==> config.mk <==
export PLATFORM = sky130hd
export DESIGN_NAME = tx_fifo_rd_ctrl_flat
export DESIGN_NICKNAME = d
export VERILOG_FILES = /design/src/rtl/tx_fifo_rd_ctrl_pkg.sv /design/src/rtl/tx_fifo_rd_ctrl_if.sv /design/src/rtl/tx_fifo_rd_ctrl_flex_counter.sv /design/src/rtl/tx_fifo_rd_ctrl.sv /design/src/flat_wrapper.sv
export SDC_FILE = /design/constraint.sdc
export NUM_CORES = 1
export LEC_CHECK = 0
export CORE_AREA = 2 2 54 56
export DETAILED_ROUTE_END_ITERATION = 6
export DIE_AREA = 0 0 56 58
export PLACE_DENSITY = 0.75
export SETUP_SLACK_MARGIN = 0.3
export SLEW_MARGIN = 0
export SYNTH_ARGS = -nofsm -noshare
export SYNTH_HDL_FRONTEND = slang
export SYNTH_HIERARCHICAL = 1
export SYNTH_SLANG_ARGS = --single-unit
==> constraint.sdc <==
create_clock -name clk -period 3.55 [get_ports clk]
set_input_delay 0.71 -clock clk [delete_from_list [all_inputs] [get_ports clk]]
set_output_delay 0.71 -clock clk [all_outputs]
set_load 0.05 [all_outputs]
==> src/rtl/tx_fifo_rd_ctrl_pkg.sv <==
// tx_fifo_pkg: shared FSM state type and default geometry for the TX FIFO read controller.
// ERR exists only when TX_FIFO_STICKY_ERR_EN is defined.
package tx_fifo_pkg;
    localparam int DEF_DEPTH = 8;
    localparam int DEF_LANES = 4;
`ifdef TX_FIFO_STICKY_ERR_EN
    typedef enum logic [1:0] {IDLE, STREAM, ERR} state_t;
`else
    typedef enum logic [1:0] {IDLE, STREAM} state_t;
`endif
endpackage

==> src/rtl/tx_fifo_rd_ctrl_if.sv <==
// tx_fifo_rd_ctrl_if: control/status bundle between a TX FIFO reader and tx_fifo_rd_ctrl.
interface tx_fifo_rd_ctrl_if import tx_fifo_pkg::*; #(
    parameter int DEPTH = DEF_DEPTH,
    parameter int LANES = DEF_LANES
);
    logic                           clear;
    logic                           wr_word;
    logic                           rd_req;
    logic [$clog2(LANES):0]         rd_bytes;
    logic [$clog2(DEPTH)-1:0]       rd_idx;
    logic [$clog2(LANES)-1:0]       rd_lane;
    logic [$clog2(DEPTH*LANES):0]   byte_count;
    logic                           empty;
    logic                           full;
    logic                           rd_ack;
    logic                           underflow;
    logic                           overflow;
    modport master (
        output clear, wr_word, rd_req, rd_bytes,
        input  rd_idx, rd_lane, byte_count, empty, full, rd_ack, underflow, overflow
    );
    modport slave (
        input  clear, wr_word, rd_req, rd_bytes,
        output rd_idx, rd_lane, byte_count, empty, full, rd_ack, underflow, overflow
    );
endinterface

==> src/rtl/tx_fifo_rd_ctrl_flex_counter.sv <==
// flex_counter: wrapping up-counter with sync clear, rolls from ROLL back to 0.
module flex_counter #(
    parameter int               WIDTH = 3,
    parameter logic [WIDTH-1:0] ROLL  = '1
) (
    input  logic             clk,
    input  logic             rst,
    input  logic             i_clear,
    input  logic             i_en,
    output logic [WIDTH-1:0] o_count
);
    logic [WIDTH-1:0] r_count;
    always_ff @(posedge clk or posedge rst)
        if (rst)
            r_count <= '0;
        else if (i_clear)
            r_count <= '0;
        else if (i_en)
            r_count <= (r_count == ROLL) ? '0 : r_count + 1'b1;
    assign o_count = r_count;
endmodule

==> src/rtl/tx_fifo_rd_ctrl.sv <==
// tx_fifo_rd_ctrl: byte-granular read pointer/occupancy tracker for a word-written TX FIFO.
// Define TX_FIFO_STICKY_ERR_EN for a sticky ERR state on underflow; default is per-request pulses.
module tx_fifo_rd_ctrl import tx_fifo_pkg::*; #(
    parameter int DEPTH = DEF_DEPTH,
    parameter int LANES = DEF_LANES
) (
    input  logic              clk,
    input  logic              rst,
    tx_fifo_rd_ctrl_if.slave  bus
);
    localparam int IW = $clog2(DEPTH);
    localparam int LW = $clog2(LANES);
    localparam int BW = $clog2(DEPTH*LANES) + 1;
    localparam int WW = IW + 1;

    state_t          r_state, w_state_n;
    logic [IW-1:0]   w_idx;
    logic [LW-1:0]   r_lane, w_lane_n;
    logic [LW:0]     w_lane_sum;
    logic [BW-1:0]   r_bytes, w_bytes_n, w_req;
    logic [WW-1:0]   r_words, w_words_n;
    logic            r_empty, r_full, r_ack, r_unf, r_ovf;
    logic            w_in_err, w_len_ok, w_acc, w_rej, w_wrap, w_wr_ok, w_unf_n;

`ifdef TX_FIFO_STICKY_ERR_EN
    assign w_in_err = (r_state == ERR);
`else
    assign w_in_err = 1'b0;
`endif

    // Acceptance is judged on the pre-write byte count.
    assign w_req      = BW'(bus.rd_bytes);
    assign w_len_ok   = (bus.rd_bytes != '0) && (bus.rd_bytes <= (LW+1)'(LANES));
    assign w_acc      = bus.rd_req && w_len_ok && (w_req <= r_bytes) && !w_in_err;
    assign w_rej      = bus.rd_req && !w_acc;
    assign w_lane_sum = {1'b0, r_lane} + bus.rd_bytes;
    assign w_wrap     = w_acc && (w_lane_sum >= (LW+1)'(LANES));
    // A full FIFO still takes a write when the same-cycle read retires the head word.
    assign w_wr_ok    = bus.wr_word && (!r_full || w_wrap);

    always_comb begin
        w_bytes_n = r_bytes - (w_acc ? w_req : '0) + (w_wr_ok ? BW'(LANES) : '0);
        w_words_n = r_words - WW'(w_wrap) + WW'(w_wr_ok);
        w_lane_n  = w_acc ? w_lane_sum[LW-1:0] : r_lane;
        w_state_n = (r_state == IDLE) ? (w_wr_ok ? STREAM : IDLE)
                                      : ((w_bytes_n == '0) ? IDLE : STREAM);
`ifdef TX_FIFO_STICKY_ERR_EN
        if (w_in_err || w_rej)
            w_state_n = ERR;
        w_unf_n   = r_unf || w_rej;
`else
        w_unf_n   = w_rej;
`endif
    end

    always_ff @(posedge clk or posedge rst)
        if (rst)
            r_state <= IDLE;
        else if (bus.clear)
            r_state <= IDLE;
        else
            r_state <= w_state_n;

    always_ff @(posedge clk or posedge rst)
        if (rst) begin
            r_lane  <= '0;
            r_bytes <= '0;
            r_words <= '0;
            r_empty <= 1'b1;
            r_full  <= 1'b0;
            r_ack   <= 1'b0;
            r_unf   <= 1'b0;
            r_ovf   <= 1'b0;
        end else if (bus.clear) begin
            r_lane  <= '0;
            r_bytes <= '0;
            r_words <= '0;
            r_empty <= 1'b1;
            r_full  <= 1'b0;
            r_ack   <= 1'b0;
            r_unf   <= 1'b0;
            r_ovf   <= 1'b0;
        end else begin
            r_lane  <= w_lane_n;
            r_bytes <= w_bytes_n;
            r_words <= w_words_n;
            r_empty <= (w_bytes_n == '0);
            r_full  <= (w_words_n == WW'(DEPTH));
            r_ack   <= w_acc;
            r_unf   <= w_unf_n;
            r_ovf   <= bus.wr_word && !w_wr_ok;
        end

    flex_counter #(.WIDTH(IW), .ROLL(IW'(DEPTH-1))) u_idx (
        .clk     (clk),
        .rst     (rst),
        .i_clear (bus.clear),
        .i_en    (w_wrap),
        .o_count (w_idx)
    );

    assign bus.rd_idx     = w_idx;
    assign bus.rd_lane    = r_lane;
    assign bus.byte_count = r_bytes;
    assign bus.empty      = r_empty;
    assign bus.full       = r_full;
    assign bus.rd_ack     = r_ack;
    assign bus.underflow  = r_unf;
    assign bus.overflow   = r_ovf;
endmodule
==> src/flat_wrapper.sv <==
// flat-port wrapper written by rule: the top's interface ports become plain ports
module tx_fifo_rd_ctrl_flat import tx_fifo_pkg::*;
#(
    parameter int DEPTH = DEF_DEPTH,
    parameter int LANES = DEF_LANES
)
  (clk, rst, bus_clear, bus_wr_word, bus_rd_req, bus_rd_bytes, bus_rd_idx, bus_rd_lane, bus_byte_count, bus_empty, bus_full, bus_rd_ack, bus_underflow, bus_overflow);
  tx_fifo_rd_ctrl_if #(.DEPTH(DEPTH), .LANES(LANES)) bus_i ();
  input  logic clk;
  input  logic rst;
  input wire logic [$bits(bus_i.clear)-1:0] bus_clear;
  input wire logic [$bits(bus_i.wr_word)-1:0] bus_wr_word;
  input wire logic [$bits(bus_i.rd_req)-1:0] bus_rd_req;
  input wire logic [$bits(bus_i.rd_bytes)-1:0] bus_rd_bytes;
  output wire logic [$bits(bus_i.rd_idx)-1:0] bus_rd_idx;
  output wire logic [$bits(bus_i.rd_lane)-1:0] bus_rd_lane;
  output wire logic [$bits(bus_i.byte_count)-1:0] bus_byte_count;
  output wire logic [$bits(bus_i.empty)-1:0] bus_empty;
  output wire logic [$bits(bus_i.full)-1:0] bus_full;
  output wire logic [$bits(bus_i.rd_ack)-1:0] bus_rd_ack;
  output wire logic [$bits(bus_i.underflow)-1:0] bus_underflow;
  output wire logic [$bits(bus_i.overflow)-1:0] bus_overflow;
  assign bus_i.clear = bus_clear;
  assign bus_i.wr_word = bus_wr_word;
  assign bus_i.rd_req = bus_rd_req;
  assign bus_i.rd_bytes = bus_rd_bytes;
  assign bus_rd_idx = bus_i.rd_idx;
  assign bus_rd_lane = bus_i.rd_lane;
  assign bus_byte_count = bus_i.byte_count;
  assign bus_empty = bus_i.empty;
  assign bus_full = bus_i.full;
  assign bus_rd_ack = bus_i.rd_ack;
  assign bus_underflow = bus_i.underflow;
  assign bus_overflow = bus_i.overflow;
  tx_fifo_rd_ctrl #(.DEPTH(DEPTH), .LANES(LANES)) u_core (.clk(clk), .rst(rst), .bus(bus_i));
endmodule
==> flow_summary_export.csv <==
group,metric,value,unit
logic_synthesis,syn_nets,150,
route,wl_per_cell,13.7,microns
place,dp_hpwl,1.88,mm
place,dp_slack,-0.327,ns
global_route,grt_overflow_total,0,
setup_path,cp-end-kind,"flip-flop",
power_and_ir_drop,leakage,0.000803,uW
place,portBuffers,23,
final_layout,fin_util,65.0,%
final_layout,final_cells,187,
place,dp_cells,180,
sta,setup_violations,0,
global_route,grt_pass1_wl,4.45,mm
logic_synthesis,async_flop_share,100,%
clock_tree,clockRootBuffer,"clkbuf_4",
logic_synthesis,synthesis.area,1280,sq um
sta,rsz0062_at_grt,"false",
logic_synthesis,synth_seq_cells,20,
final_layout,most-common-layout-cells,"clkdlybuf4s50_1, inv_1, dfrtp_1",
logic_synthesis,synth_area_per_cell,10.6,sq um
sta,fin_crit,3.11,ns
floorplan,num_io_pins,24,
sta,worst_pin_slew,0.841,ns
sta,hold_viol,0,
final_layout,drive_gt1_share,23.7,%
job,maxCapViolCount,0,
logic_synthesis,synth-compound-area-share,8.62,%
clock_tree,cts_tree,"done",
setup_path,r2r_setup_slack,0.53,ns
final_layout,num_antenna_cells,0,
sta,finalCritPeriodShare,87.6,%
logic_synthesis,synthAdderAreaFrac,22.9,%
setup_path,worstPathArrival,3.36,ns
route,drt_first_pass_iters,4,
global_route,grt_max_degree,23,
logic_synthesis,synth_flop_cell,"dfrtp_1",
hold_path,hold_class,"flip-flop to flip-flop",
floorplan,initial_core_util,48.0,%
final_layout,area_growth,35.5,%
power_and_ir_drop,vdd_drop_max,0.610,mV
clock_tree,cts_buffer_depth,2,
route,drt_iter0_drc,14,
clock_tree,clock_latency,0.30,ns
floorplan,dieHeight,58,microns
route,drc_errors,0,
floorplan,rows,19,
clock_tree,clkTransAtPathRegs,0.12,ns
setup_path,required,3.80,ns
setup_path,criticalPathCategory,"input port to flip-flop",
global_route,grt_pass1_vias,1026,
clock_tree,cts.sinks,20,
clock_tree,numCtsBuffers,3,
logic_synthesis,synth_warnings,6,
logic_synthesis,synth_xor_area_share,4.80,%
place,gp_congestion,0.752,
setup_path,cp-start-kind,"input port",
sta,layout_setup_ws,0.439,ns
logic_synthesis,synthMuxAreaShare,3.23,%
global_route,antenna_found_initial,0,
sta,clock_skew,0.00260,ns
sta,max_clock_freq,321,MHz
power_and_ir_drop,powerDensity,836,nW/um^2
logic_synthesis,synth_top_family_by_area,"adder cells",
logic_synthesis,synth_cell_types,32,
status,status,"completed",
sta,drv_slew,0,
logic_synthesis,synth_cells,121,
final_layout,layout_commonest_cell,"clkdlybuf4s50_1",
logic_synthesis,seq_area_frac_synth,39.3,%
floorplan,die_w,56,microns
route,wl,2.56,mm
floorplan,core,2660,sq um
global_route,track_usage,17.6,%
logic_synthesis,yosys.area_share.simple,14.4,%
logic_synthesis,synth_edf_count,0,
route,viasPerCell,5.13,
final_layout,final_nets,186,
route,vias,960,
setup_path,critPathMaxFanout,6,
clock_tree,htreeDepth,1,
floorplan,die_area,3250,sq um
sta,relSlewSlack,43.8,%
route,detail-route-antenna-nets,0,
==> critical path, stage by stage <==
cell,delay [ns]
clkdlybuf4s50_1,0.49
nand3_2,0.11
a41oi_4,0.27
a31o_1,0.20
fa_1,0.46
fa_2,0.38
a21o_1,0.19
a21oi_2,0.21
xnor2_2,0.15
a41o_1,0.19
==> logic make-up (layout without fill, tap and decap cells) <==
| group | count (synthesis) | after routing |
|---|---|---|
| buffers and inverters | 21 | 56 |
| muxes | 4 | 4 |
| DFF | 20 | 20 |
| and+or+nand+nor | 34 | 34 |
| xor gates and xnor gates | 7 | 7 |
| AOI/OAI and AO/OA | 14 | 14 |
| adders and majority gates | 21 | 21 |
==> sequential cells by signal, summed over array words and instances, names as in the netlist <==
name                   flops
u_core/bus.underflow       1
u_core/bus.full            1
u_core/bus.empty           1
u_core/bus.rd_ack          1
u_core/u_idx/o_count       3
u_core/r_words             4
u_core/bus.byte_count      6
u_core/bus.rd_lane         2
u_core/bus.overflow        1
==> worst paths after layout <==
kind	from	end	cells past startpoint
setup / recovery	bus_rd_req	u_core/bus.empty	10
hold / removal	u_core/bus.full	u_core/bus.overflow	2
setup reg to reg	u_core/bus.byte_count[2]	u_core/bus.empty	12
hold reg to reg	u_core/bus.full	u_core/bus.overflow	2
max in group asynchronous	rst	u_core/bus.rd_lane[0]	2
min in group asynchronous	rst	u_core/u_idx/o_count[0]	2
==> layer usage <==
layer  up-vias  GRT usage (%)  wire length, microns
met5         -              0                     0
met4         0           5.10                    29
met3         4           3.57                    77
met2        15           31.8                  1400
met1       472           21.3                  1060
li1        469              -                     -
==> stage by stage <==
stage	instance area, sq um	total power, uW	TNS (ns)	hold slack [ns]
after global routing	1730	1540	0	0.596
after floorplan	1290	910	0	0.464
after CTS	1720	1410	0	0.573
final	1730	1450	0	0.573
after detailed placement	1600	1150	-1.13	0.562
after global placement	1600	1110	-0.694	0.533
==> cell usage after synthesis (all sizes together) (2+ instances only) <==
| cell | instances | share of area [%] |
|---|---|---|
| nor3b | 2 | 1.6 |
| fa | 4 | 6.3 |
| nor2b | 5 | 2.4 |
| nand2b | 3 | 1.5 |
| dfrtp | 19 | 37 |
| mux2i | 3 | 2.4 |
| clkbuf | 2 | 0.59 |
| ha | 17 | 17 |
| nand2 | 4 | 1.2 |
| a21oi | 5 | 2.3 |
| xnor2 | 4 | 2.7 |
| a21o | 3 | 1.8 |
| nand3 | 2 | 0.78 |
| xor2 | 3 | 2.1 |
| inv | 18 | 5.3 |
| and2 | 2 | 0.98 |
| nor2 | 11 | 3.2 |
| nand3b | 2 | 1.2 |
==> final cells by class <==
class	instances	area, sq um
fillers	213	932
multi-input cells	80	766
flip-flops and latches	20	504
well taps	31	38.8
repair buffers	34	302
clock inverters	1	30.0
inverters	18	67.6
clock buffers	3	22.5
==> report_power, final <==
| part | switching (uW) | total (uW) | internal [uW] |
|---|---|---|---|
| sequential | 41.4 | 334 | 293 |
| clock | 76.1 | 190 | 114 |
| combinational | 510 | 922 | 412 |
| total | 627 | 1450 | 819 |
==> timing repair <==
item / 4_1_cts / 5_1_grt
setup endpoints to repair: 6 / 4
hold buffers: 0 / 0
setup buffers: 2 / 1
pin swaps: 7 / 12
gates resized for setup: 9 / 10
(Power assumes the default switching activity.)
==> RTL edit, RTL diff (config.mk and constraints unchanged) <==
Add a define of `TX_FIFO_STICKY_ERR_EN`.
--- a/src/rtl/tx_fifo_rd_ctrl_pkg.sv
+++ b/src/rtl/tx_fifo_rd_ctrl_pkg.sv
@@ -2,2 +2,4 @@
 // ERR exists only when TX_FIFO_STICKY_ERR_EN is defined.
+`define TX_FIFO_STICKY_ERR_EN
+
 package tx_fifo_pkg;
Function: changed (Yosys sat finds a counterexample within 4 cycles, from zero or initial values and one cycle with rst high).
==> RTL edit against the unedited design <==
Global-route usage is 4.4 points higher; cell area grew 22%; non-clock buffer count rose by 21; synthesized area is 8.5% higher; sequential cell count up 2; first-iteration DRC count rose by 57%; setup slack got worse by 0.27 ns; sequential share of layout area decreased by 2.9 points; routed wire length up 31%; maximum frequency shrank 8.0%; power grew 30%.
==> RTL edit: results (changes against the unedited design) <==
[power_and_ir_drop]
worst_ir_drop_vdd_mv=0.751  ; +23%

[placed_design]
dp.final_hpwl_um=2280  ; +21%
dp_worst_setup_slack_ns=-0.705  ; -0.378 ns

[worst_setup_path]
cp_slowest_stage_delay_ns=0.44  ; -0.05 ns
highest_delay_cell_along_the_critical_path=sky130_fd_sc_hd__fa_2
largest_fanout_on_the_critical_path=5  ; -1
cp_data_arrival_time_ns=3.59  ; +0.23 ns
timing.rr.start=u_core/bus.byte_count[1]
crit_path_start=bus_rd_bytes[0]

[synth]
synth.top_cells.by_count=21 x sky130_fd_sc_hd__dfrtp_1, 19 x sky130_fd_sc_hd__inv_1, 17 x sky130_fd_sc_hd__ha_1
netlist_top_cells_area=sky130_fd_sc_hd__dfrtp_1 38%, sky130_fd_sc_hd__ha_1 15%, sky130_fd_sc_hd__fa_1 5.8%
synth_nets=161  ; +7.3%
yosysSeqAreaShare_pct=39.8  ; +0.53 points

[layout]
multiInputCombCellCount=90  ; +13%
design.final.nets=220  ; +18%
nonClockInverterCount=19  ; +1
clock_cell_area_share_pct=2.48  ; -0.55 points
layout.filler_cells=169  ; -21%
multi_input_comb_area_um2=907  ; +18%
share_of_final_layout_standard_cells_stronger_than_drive_strength_1_pct=43.2  ; +19 points
buf_share_pct=23.2  ; +5.8 points

[grt]
number_of_global_route_vias_before_repair=1269  ; +24%
grt_max_degree=20  ; -13%
global_route_wire_length_before_repair_um=5510  ; +24%
grtUsageMet2_pct=38.8  ; +7.1 points
track_usage_pct=21.9  ; +4.4 points

[run_status]
outcome=finished clean

[routing]
wl_um=3370  ; +31%
initialDrtViolationCount=22  ; +8
routed-via-count=1183  ; +23%

[cts]
numClockSinks=22  ; +10%

[min_path]
min_from=u_core/bus.underflow

[sta]
timing.clock.skew_ns=0.000917  ; -0.00168 ns
timing_worst_slew_pin_value_ns=0.815  ; -0.0259 ns

==> RTL edit: repair_timing <==
item                                    4_1_cts  5_1_grt
hold buffers                                  0        0
pin swaps                                    13       23
resized for setup                            29       20
cloned                                        0        0
buffers inserted                              8        4
endpoints found under the setup margin       10        9
==> RTL edit: routing by layer <==
| metal | vias to the layer above | share of wire (%) | wire, um |
|---|---|---|---|
| li1 | 553 | - | - |
| met1 | 595 | 40 | 1350 |
| met2 | 25 | 54 | 1830 |
| met3 | 10 | 3.5 | 118 |
| met4 | 0 | 2.0 | 68 |
| met5 | - | 0 | 0 |
==> RTL edit: report_power, final <==
part	internal [mW]	switching, mW
Sequential	0.321	0.0503
Combinational	0.684	0.633
Clock	0.114	0.0771
==> RTL edit: worst paths after layout <==
| kind | endpoint | slack, ns | depth (start not counted) |
|---|---|---|---|
| setup / recovery | u_core/r_state[0] | 0.17 | 15 |
| hold / removal | u_core/bus.underflow | 0.52 | 2 |
| setup reg to reg | u_core/r_state[0] | 0.18 | 14 |
| hold reg to reg | u_core/bus.underflow | 0.52 | 2 |
| max in group asynchronous | u_core/bus.byte_count[2] | 2.19 | 2 |
| min in group asynchronous | u_core/u_idx/o_count[0] | 0.58 | 2 |
==> RTL edit: cells by family after synthesis <==
kind of cell             share of synthesized area, %
AND/OR/NAND/NOR                                  14.8
AO/OA/AOI/OAI                                    12.3
flip-flops                                       39.8
multiplexers                                     2.17
adder cells (fa/ha/maj)                          21.1
buffers and inverters                            5.42
XOR/XNOR                                         4.42
==> RTL edit: stage by stage <==
step                      cell area, um^2  setup TNS (ns)
final                                2120               0
after global routing                 2120               0
after CTS                            2000               0
after detailed placement             1850           -3.47
after global placement               1850           -2.79
after floorplan                      1440               0
